File: config.mk
export PLATFORM = sky130hd
export DESIGN_NAME = thunderbird_light_decoder
export DESIGN_NICKNAME = d
export VERILOG_FILES = /design/src/rtl/thunderbird_pkg.sv /design/src/rtl/thunderbird_pattern_classify.sv /design/src/rtl/thunderbird_light_decoder.sv
export SDC_FILE = /design/constraint.sdc
export NUM_CORES = 1
export LEC_CHECK = 0
export ABC_AREA = 1
export BUFFER_PORTS_ARGS = -buffer_cell sky130_fd_sc_hd__buf_2
export CAP_MARGIN = 20
export CORE_UTILIZATION = 51
export DETAILED_ROUTE_END_ITERATION = 12
export PLACE_DENSITY = 0.76
export SLEW_MARGIN = 20
export SYNTH_ARGS = -nofsm -noshare
export SYNTH_HDL_FRONTEND = slang
export SYNTH_SLANG_ARGS = --single-unit
File: constraint.sdc
create_clock -name CLOCK_50 -period 1.5 [get_ports CLOCK_50]
set_input_delay 0 -clock CLOCK_50 [delete_from_list [all_inputs] [get_ports CLOCK_50]]
set_output_delay 0 -clock CLOCK_50 [all_outputs]
set_load 0.01 [all_outputs]
File: src/rtl/thunderbird_pkg.sv
// Shared Thunderbird tail-light definitions: lamp pattern table, pattern classes, decoded modes.
package thunderbird_pkg;

    typedef enum logic [3:0] {
        CLS_OFF = 4'd0,
        CLS_L1  = 4'd1,
        CLS_L2  = 4'd2,
        CLS_L3  = 4'd3,
        CLS_R1  = 4'd4,
        CLS_R2  = 4'd5,
        CLS_R3  = 4'd6,
        CLS_HAZ = 4'd7,
        CLS_BAD = 4'd8
    } light_cls_t;

    typedef enum logic [1:0] {
        MODE_NONE  = 2'b00,
        MODE_LEFT  = 2'b01,
        MODE_RIGHT = 2'b10,
        MODE_HAZ   = 2'b11
    } mode_t;

    // [5:3] = left cluster, [2:0] = right cluster
    localparam logic [5:0] PAT_OFF = 6'b000000;
    localparam logic [5:0] PAT_L1  = 6'b001000;
    localparam logic [5:0] PAT_L2  = 6'b011000;
    localparam logic [5:0] PAT_L3  = 6'b111000;
    localparam logic [5:0] PAT_R1  = 6'b000100;
    localparam logic [5:0] PAT_R2  = 6'b000110;
    localparam logic [5:0] PAT_R3  = 6'b000111;
    localparam logic [5:0] PAT_HAZ = 6'b111111;

endpackage

File: src/rtl/thunderbird_pattern_classify.sv
// Combinational lamp-pattern classifier: maps the raw 6-bit pattern onto its light class.
module thunderbird_pattern_classify
    import thunderbird_pkg::*;
(
    input  logic [5:0] lights_i,
    output light_cls_t cls_o
);

    always_comb begin
        cls_o = CLS_BAD;
        unique case (lights_i)
            PAT_OFF: cls_o = CLS_OFF;
            PAT_L1:  cls_o = CLS_L1;
            PAT_L2:  cls_o = CLS_L2;
            PAT_L3:  cls_o = CLS_L3;
            PAT_R1:  cls_o = CLS_R1;
            PAT_R2:  cls_o = CLS_R2;
            PAT_R3:  cls_o = CLS_R3;
            PAT_HAZ: cls_o = CLS_HAZ;
            default: cls_o = CLS_BAD;
        endcase
    end

endmodule

File: src/rtl/thunderbird_light_decoder.sv
// Thunderbird tail-light receiver: decodes signalled intent from the lamp pattern, checks
// sweep legality on each step strobe, confirms directions and counts protocol errors.
module thunderbird_light_decoder
    import thunderbird_pkg::*;
#(
    parameter int unsigned CONFIRM_CYCLES = 1,
    parameter int unsigned IDLE_TICKS     = 4,
    parameter int unsigned ERR_W          = 8
) (
    input  logic             CLOCK_50,
    input  logic             RESET_N,
    input  logic             tick,
    input  logic [5:0]       lights,
    output logic [1:0]       mode,
    output logic             mode_valid,
    output logic             cycle_done,
    output logic             seq_err,
    output logic [ERR_W-1:0] err_count
);

    localparam int unsigned SW_W   = $clog2(CONFIRM_CYCLES + 1);
    localparam int unsigned IDLE_W = $clog2(IDLE_TICKS + 1);
    localparam logic [SW_W-1:0]   SW_MAX   = SW_W'(CONFIRM_CYCLES);
    localparam logic [IDLE_W-1:0] IDLE_MAX = IDLE_W'(IDLE_TICKS);

    light_cls_t       cls_c;
    light_cls_t       prev_q, prev_d;
    mode_t            mode_q, mode_d;
    logic             valid_q, valid_d;
    logic             done_q, done_d;
    logic             err_q, err_d;
    logic [ERR_W-1:0] errcnt_q, errcnt_d;
    logic [SW_W-1:0]  sweep_q, sweep_d, sweep_inc;
    logic [IDLE_W-1:0] idle_q, idle_d;
    logic             legal_c;

    thunderbird_pattern_classify u_classify (
        .lights_i (lights),
        .cls_o    (cls_c)
    );

    function automatic logic is_left(input light_cls_t c);
        return (c == CLS_L1) || (c == CLS_L2) || (c == CLS_L3);
    endfunction

    function automatic logic is_right(input light_cls_t c);
        return (c == CLS_R1) || (c == CLS_R2) || (c == CLS_R3);
    endfunction

    // Holding a class or dropping to OFF is always fine; otherwise follow the sweep order,
    // and any non-hazard state may restart on L1/R1/HAZ.
    function automatic logic is_legal(input light_cls_t p, input light_cls_t c);
        logic entry;
        entry = (c == CLS_L1) || (c == CLS_R1) || (c == CLS_HAZ);
        if (c == CLS_BAD)                return 1'b0;
        if ((c == p) || (c == CLS_OFF))  return 1'b1;
        case (p)
            CLS_L1:  return entry || (c == CLS_L2);
            CLS_L2:  return entry || (c == CLS_L3);
            CLS_R1:  return entry || (c == CLS_R2);
            CLS_R2:  return entry || (c == CLS_R3);
            CLS_HAZ: return 1'b0;
            default: return entry;
        endcase
    endfunction

    assign legal_c   = is_legal(prev_q, cls_c);
    assign sweep_inc = (sweep_q == SW_MAX) ? sweep_q : sweep_q + SW_W'(1);

    always_comb begin
        prev_d   = prev_q;
        mode_d   = mode_q;
        valid_d  = valid_q;
        done_d   = 1'b0;
        err_d    = 1'b0;
        errcnt_d = errcnt_q;
        sweep_d  = sweep_q;
        idle_d   = idle_q;
        if (tick) begin
            prev_d = cls_c;
            if (cls_c == CLS_OFF) begin
                idle_d = (idle_q == IDLE_MAX) ? idle_q : idle_q + IDLE_W'(1);
            end else begin
                idle_d = '0;
            end
            if (!legal_c) begin
                err_d    = 1'b1;
                errcnt_d = (errcnt_q == '1) ? errcnt_q : errcnt_q + ERR_W'(1);
                mode_d   = MODE_NONE;
                valid_d  = 1'b0;
                sweep_d  = '0;
            end else begin
                case (cls_c)
                    CLS_OFF: begin
                        if ((prev_q == CLS_L3) || (prev_q == CLS_R3)) begin
                            done_d  = 1'b1;
                            sweep_d = sweep_inc;
                            mode_d  = (prev_q == CLS_L3) ? MODE_LEFT : MODE_RIGHT;
                            valid_d = valid_q || (sweep_inc == SW_MAX);
                        end
                        // Idle threshold fires once, on the transition into saturation
                        if ((idle_q != IDLE_MAX) && (idle_d == IDLE_MAX)) begin
                            mode_d  = MODE_NONE;
                            valid_d = 1'b0;
                            sweep_d = '0;
                        end
                    end
                    CLS_L1: begin
                        if (is_right(prev_q) || (mode_q != MODE_LEFT)) begin
                            valid_d = 1'b0;
                            sweep_d = '0;
                        end
                        mode_d = MODE_LEFT;
                    end
                    CLS_R1: begin
                        if (is_left(prev_q) || (mode_q != MODE_RIGHT)) begin
                            valid_d = 1'b0;
                            sweep_d = '0;
                        end
                        mode_d = MODE_RIGHT;
                    end
                    CLS_HAZ: begin
                        mode_d  = MODE_HAZ;
                        valid_d = 1'b1;
                        sweep_d = '0;
                    end
                    default: ;
                endcase
            end
        end
    end

    always_ff @(posedge CLOCK_50) begin
        if (!RESET_N) begin
            prev_q   <= CLS_OFF;
            mode_q   <= MODE_NONE;
            valid_q  <= 1'b0;
            done_q   <= 1'b0;
            err_q    <= 1'b0;
            errcnt_q <= '0;
            sweep_q  <= '0;
            idle_q   <= '0;
        end else begin
            prev_q   <= prev_d;
            mode_q   <= mode_d;
            valid_q  <= valid_d;
            done_q   <= done_d;
            err_q    <= err_d;
            errcnt_q <= errcnt_d;
            sweep_q  <= sweep_d;
            idle_q   <= idle_d;
        end
    end

    assign mode       = mode_q;
    assign mode_valid = valid_q;
    assign cycle_done = done_q;
    assign seq_err    = err_q;
    assign err_count  = errcnt_q;

endmodule

==> qor.csv, run 1 <==
stage,metric,value,unit
die,die boundary height,55.5,um
synth,post-synthesis simple-gate area fraction,45.6,%
flow_run,max_cap viols,0,
route,total routed wirelength,3.74,mm
synth,#FFs+latches synth,20,
setup_path,critical setup path kind,flip-flop to flip-flop,
clocking,clock root buffer,clkbuf_4,
sta,Tmin final,1700,ps
sta,Setup-failing EPs final,12,
setup_path,Crit. End Element,flip-flop,
synth,Area contributors post-synth,"dfxtp_1 27%, nand2_1 11%, inv_1 9.5%, nand3_1 7.2%, nor2_1 5.9%",
pwr,P_leak,0.996,nW
die,Die Area,3080,um^2
synth,Synth Warn #,0,
setup_path,r2r setup slk,-200,ps
die,Die W,55.5,um
clocking,Worst-Skew Late Latency,300,ps
status,status,"finished, violations left",
die,FP Rows,19,
synth,ys async rst share,0,%
sta,Fmax,0.588,GHz
route,# DRC,0,
final_layout,register area,412,um^2
final_layout,Nets,298,
synth,post-synthesis adder-cell area fraction,2.57,%
sta,final hold violation count,0,
final_layout,# fillers,216,
clocking,CTS Buffer Depth,2,
final_layout,antenna cell count,0,
die,CORE AREA,2730,um^2
status,failing checks,setup timing,
synth,Post-synth EDFFs,0,
placement,Placement Setup Slack,-208,ps
synth,Synth Area in Compound Gates,11.8,%
final_layout,final core utilization,74.6,%
final_layout,Multi-input gate area,1030,um^2
route,Vias,1637,
clocking,Num Clock Sinks,20,
pwr,post-layout power,0.00118,W
synth,largest family of logic cells by synthesized area,simple AND/OR/NAND/NOR gates,
route,vias per cell,5.18,
sta,Worst Tran Pin Value,339,ps
route,"antenna viol nets, final",0,
synth,post-synthesis mux area share,0,%
clocking,CTS buffer count,3,
route,TritonRoute pass-1 iters,5,
setup_path,CP arrival,1940,ps
pwr,VDD IR-drop max,0.699,mV
setup_path,critical path startpoint category,flip-flop,
grt,number of global-route vias before repair,1472,
grt,largest net degree at the start of global routing,17,
sta,worst relative slew slack,77.4,%
worst_hold_path,min-delay worst type,primary input to flip-flop,
placement,port bufs,21,
synth,Synth top cells by count,"44 x nand2_1, 37 x inv_1, 23 x nor2_1",
synth,top cell type's share of synthesized area,27.4,%
synth,mean post-synth cell area,6.46,um^2
synth,Synth Instances,226,
setup_path,Crit Path Max Fanout,4,
final_layout,share of cells above drive strength 1,42.5,%
grt,total gr overflow,0,
route,Initial DRC Count,58,
synth,unique cell type count in the Yosys netlist,29,
synth,synthesized area,1460,um^2
synth,post-synthesis sequential area ratio,27.4,%
sta,Fin Clk Skew,2.05,ps
final_layout,Area Growth Syn to Fin,39.8,%
synth,syn_nets,238,
sta,Slew Limit Fails,0,
synth,post-synth top area cell,dfxtp_1,
die,Starting Density,53.4,%
die,I/O Pins,22,
synth,XOR/XNOR Fraction of Synth Area,1.20,%
grt,initial antenna violation count,0,
placement,routability cong.,0.940,
placement,DP HPWL,2.68,mm
route,Routed WL per cell,11.8,um
sta,RSZ-0062 raised after global routing,yes,
synth,"Primary FF master, synth",dfxtp_1,
setup_path,CP required,1740,ps
sta,final setup margin,-201,ps
clocking,CTS H-Tree Depth,1,
clocking,CTS tree,yes,
synth,"count leader, synth",nand2_1,
grt,gr usage total,25.4,%
sta,Final Cycle Share,113,%
pwr,PD cells,577,nW/um^2
clocking,"CTS clk-pin slew, worst paths",110,ps
grt,global-route wire length before repair,6.29,mm
final timing paths:
path,from,to,cells after the start
hold / removal,tick,prev_q[1]$_SDFFE_PN0P_,2
setup reg to reg,prev_q[2]$_SDFFE_PN0P_,mode_valid$_SDFFE_PN0P_,13
hold reg to reg,err_count[7]$_SDFFE_PN0P_,err_count[7]$_SDFFE_PN0P_,2
setup / recovery,prev_q[2]$_SDFFE_PN0P_,mode_valid$_SDFFE_PN0P_,13
critical path, stage by stage (launching register included):
cell	delay (ps)
dfxtp_4	380
inv_4	60
nand2_4	60
buf_4	130
buf_4	120
nor2_1	180
inv_1	90
nand4_1	90
o22ai_1	70
nand3_1	90
nand4_1	140
nand2_1	90
nand2_1	50
nor2_1	100
power by group:
| group | leakage, nW | total [W] | switching (W) | internal [W] |
|---|---|---|---|---|
| clock network | 0.0150 | 0.000263 | 0.000159 | 0.000104 |
| logic | 0.815 | 0.000343 | 0.000198 | 0.000145 |
| registers | 0.166 | 0.000571 | 0.0000196 | 0.000552 |
state kept, by name, indices dropped and copies added, names as in the netlist:
register and flops:
prev_q 4, mode 2, cycle_done 1, seq_err 1
err_count 8, idle_q 3, mode_valid 1
layout make-up:
class,count,share of cell area (%)
repair buffers,56,18.0
well taps,31,1.90
multi-input cells,164,50.4
clock buffers,4,1.29
flip-flops and latches,20,20.2
inverters,41,8.16
layer usage:
metal	track usage [%]	wire, um	up-vias
li1	-	-	862
met1	34.4	1780	720
met2	39.4	1720	49
met3	5.62	187	6
met4	9.64	53	0
met5	0	0	-
through the flow:
stage                     instances  area, um^2  TNS [ps]  hold WS [ps]
after global routing            316        2040     -3580          21.8
after CTS                       316        2030     -1310          9.68
after detailed placement        307        1880     -2010           335
after floorplan                 226        1510     -46.2           128
final                           316        2040     -1730          43.3
after global placement          307        1880     -1700           339
cell families after synthesis:
logic type	after synthesis
flip-flops	20
XOR/XNOR	2
AND/OR/NAND/NOR	126
adder cells (fa/ha/maj)	3
AO/OA/AOI/OAI	32
buffers and inverters	43
placed cells by master (no fill, tap or decap):
master,instances
o21ai_0,10
nor2_2,9
nand2_2,5
clkbuf_4,3
xor2_1,2
nor3b_2,3
clkbuf_1,1
nand3_1,16
inv_8,1
dfxtp_4,2
nand3b_1,1
a21oi_2,3
nand2_4,5
nor2_1,17
nand2_8,2
inv_2,6
o22ai_1,1
ha_1,2
a21oi_1,9
a31oi_1,1
inv_1,32
a211oi_1,1
dfxtp_2,3
buf_2,21
nor2_4,7
inv_4,2
o21ai_2,1
nand2_1,39
buf_4,35
nor3_2,3
nor3_1,3
nand3_2,8
ha_2,1
nand3_4,1
dfxtp_1,15
nand4_1,8
o21ai_1,6
what timing repair did:
action,in CTS,in global routing
hold endpoints to repair,0,0
gates cloned,1,0
endpoints found under the setup margin,11,12
gates resized for setup,26,1
hold buffers,0,0
pin swaps,11,1
setup buffers,4,0
(Power assumes the default switching activity.)
==> inputs of run 2 (changes only) <==
--- a/config.mk
+++ b/config.mk
@@ -8,9 +8,8 @@
 export ABC_AREA = 1
 export BUFFER_PORTS_ARGS = -buffer_cell sky130_fd_sc_hd__buf_2
 export CAP_MARGIN = 20
-export CORE_UTILIZATION = 51
+export CORE_UTILIZATION = 33
 export DETAILED_ROUTE_END_ITERATION = 12
-export PLACE_DENSITY = 0.76
 export SLEW_MARGIN = 20
 export SYNTH_ARGS = -nofsm -noshare
 export SYNTH_HDL_FRONTEND = slang
==> qor.csv, run 2 (synthesis gave the netlist of run 1 again) <==
stage,metric,value,unit
clocking,Num Clock Sinks,20,
clocking,CTS tree,yes,
setup_path,Reg2Reg Depth,15,
die,die boundary height,68.5,um
die,CORE AREA,4120,um^2
pwr,VDD IR-drop max,0.433,mV
clocking,Worst-Skew Late Latency,260,ps
final_layout,"most common cell after layout, fill and taps aside",buf_4,
worst_hold_path,min-delay worst type,primary input to flip-flop,
final_layout,share of cells above drive strength 1,46.2,%
route,Initial DRC Count,41,
clocking,CTS H-Tree Depth,1,
grt,largest net degree at the start of global routing,17,
placement,DP HPWL,2.94,mm
setup_path,R2R Path End,err_count[4]$_SDFFE_PN0P_,
setup_path,capture point of the worst path,err_count[4]$_SDFFE_PN0P_,
final_layout,max reg flops,8,
sta,RSZ-0062 raised after global routing,yes,
final_layout,most frequent cells in the layout,"39 x buf_4, 37 x nand2_1, 32 x inv_1, 21 x buf_2",
status,status,"finished, violations left",
route,vias per cell,4.76,
setup_path,critical setup path kind,flip-flop to flip-flop,
sta,Fmax,0.575,GHz
sta,Final Cycle Share,116,%
clocking,CTS Buffer Depth,2,
grt,gr usage total,18.5,%
setup_path,CP arrival,1890,ps
setup_path,critical path startpoint category,flip-flop,
status,failing checks,setup timing,
sta,Tmin final,1740,ps
sta,final setup margin,-238,ps
setup_path,Crit. End Element,flip-flop,
pwr,PD cells,632,nW/um^2
final_layout,Area Growth Syn to Fin,47.8,%
grt,global-route wire length before repair,6.48,mm
clocking,"CTS clk-pin slew, worst paths",80,ps
route,total routed wirelength,3.91,mm
sta,final hold violation count,0,
pwr,P_leak,1.04,nW
placement,Placement Cell Area,1940,um^2
route,TritonRoute pass-1 iters,4,
final_layout,Nets,303,
placement,Placement Setup Slack,-287,ps
clocking,CTS buffer count,3,
final_layout,antenna cell count,0,
sta,Worst Tran Pin Value,344,ps
grt,number of global-route vias before repair,1471,
setup_path,Worst R2R Start,prev_q[2]$_SDFFE_PN0P_,
sta,Slew Limit Fails,0,
die,Die W,68.5,um
clocking,number of hold buffers added after CTS,0,
route,# DRC,0,
grt,total gr overflow,0,
route,"antenna viol nets, final",0,
sta,worst relative slew slack,77.0,%
placement,port bufs,21,
die,FP Rows,23,
sta,Fin Clk Skew,6.89,ps
setup_path,Crit Path Max Fanout,5,
sta,Setup-failing EPs final,12,
setup_path,r2r setup slk,-240,ps
setup_path,CP required,1650,ps
die,I/O Pins,22,
flow_run,max_cap viols,0,
placement,routability cong.,0.831,
grt,initial antenna violation count,0,
clocking,clock root buffer,clkbuf_8,
die,Starting Density,35.5,%
setup_path,Critical Path Start,prev_q[2]$_SDFFE_PN0P_,
route,Vias,1617,
die,Die Area,4690,um^2
final_layout,Final Cell Area,2160,um^2
route,Routed WL per cell,11.5,um
run 2: cell count changes in the layout (fill, tap and decap cells not counted), moves of 2 or more:
cell,previous run,this run
buf_4,35,39
nand2_1,39,37
a21oi_1,9,6
clkbuf_4,3,0
nand2_2,5,7
clkbuf_8,0,4
a21oi_2,3,6
run 2: per-layer routing:
metal,track usage [%],vias up,routed length [um]
li1,-,864,-
met3,3.45,2,115
met2,30.1,24,1730
met1,25.5,727,2040
met4,3.13,0,19
met5,0,-,0
run 2: worst min path at each step:
stage            start                     end  cells after the start
2_1_floorplan  RESET_N  prev_q[1]$_SDFFE_PN0P_                      2
3_3_place_gp      tick  prev_q[1]$_SDFFE_PN0P_                      2
3_5_place_dp      tick  prev_q[1]$_SDFFE_PN0P_                      2
4_1_cts           tick  prev_q[1]$_SDFFE_PN0P_                      2
5_1_grt           tick  idle_q[0]$_SDFFE_PN0P_                      2
6_report          tick  idle_q[0]$_SDFFE_PN0P_                      2
run 2: area by class of cell:
| type | count | area (um^2) |
|---|---|---|
| fillers | 401 | 1960 |
| multi-input cells | 164 | 1050 |
| flip-flops and latches | 20 | 412 |
| repair buffers | 61 | 409 |
| inverters | 41 | 169 |
| well taps | 50 | 62.6 |
| clock buffers | 4 | 55.1 |
run 2: power by group:
part | switching [W] | internal, W
registers | 0.0000196 | 0.000552
logic | 0.000210 | 0.000164
clock network | 0.000185 | 0.000234
run 2: what timing repair did:
action	4_1_cts	5_1_grt
cloned	1	0
pin swaps	12	7
endpoints found under the setup margin	12	12
buffers inserted	3	1
gates resized for setup	21	16
run 2: stage by stage:
stage | std cells | util (%) | TNS [ps] | hold WS, ps | power, W
after CTS | 339 | 50.9 | -1960 | 55.0 | 0.00135
after detailed placement | 331 | 47.1 | -2750 | 337 | 0.000892
after floorplan | 226 | - | -46.2 | 128 | 0.000759
after global routing | 340 | 52.4 | -3970 | 75.3 | 0.00143
after global placement | 331 | 47.1 | -2150 | 339 | 0.000889
final | 340 | 52.4 | -2340 | 68.8 | 0.00136
run 2: critical path: stages, from the launching register on:
cell and delay (ps):
dfxtp_4 370, inv_4 60, nand2_4 70, nor2_4 150, nor2_4 50, nand2_1 50, nand3b_1 70, nand2_1 90
nand3_2 70, nand2_2 80, inv_2 40, nand2_4 100, nand2_8 90, nand2_8 120, o21ai_1 70, nor3b_2 150
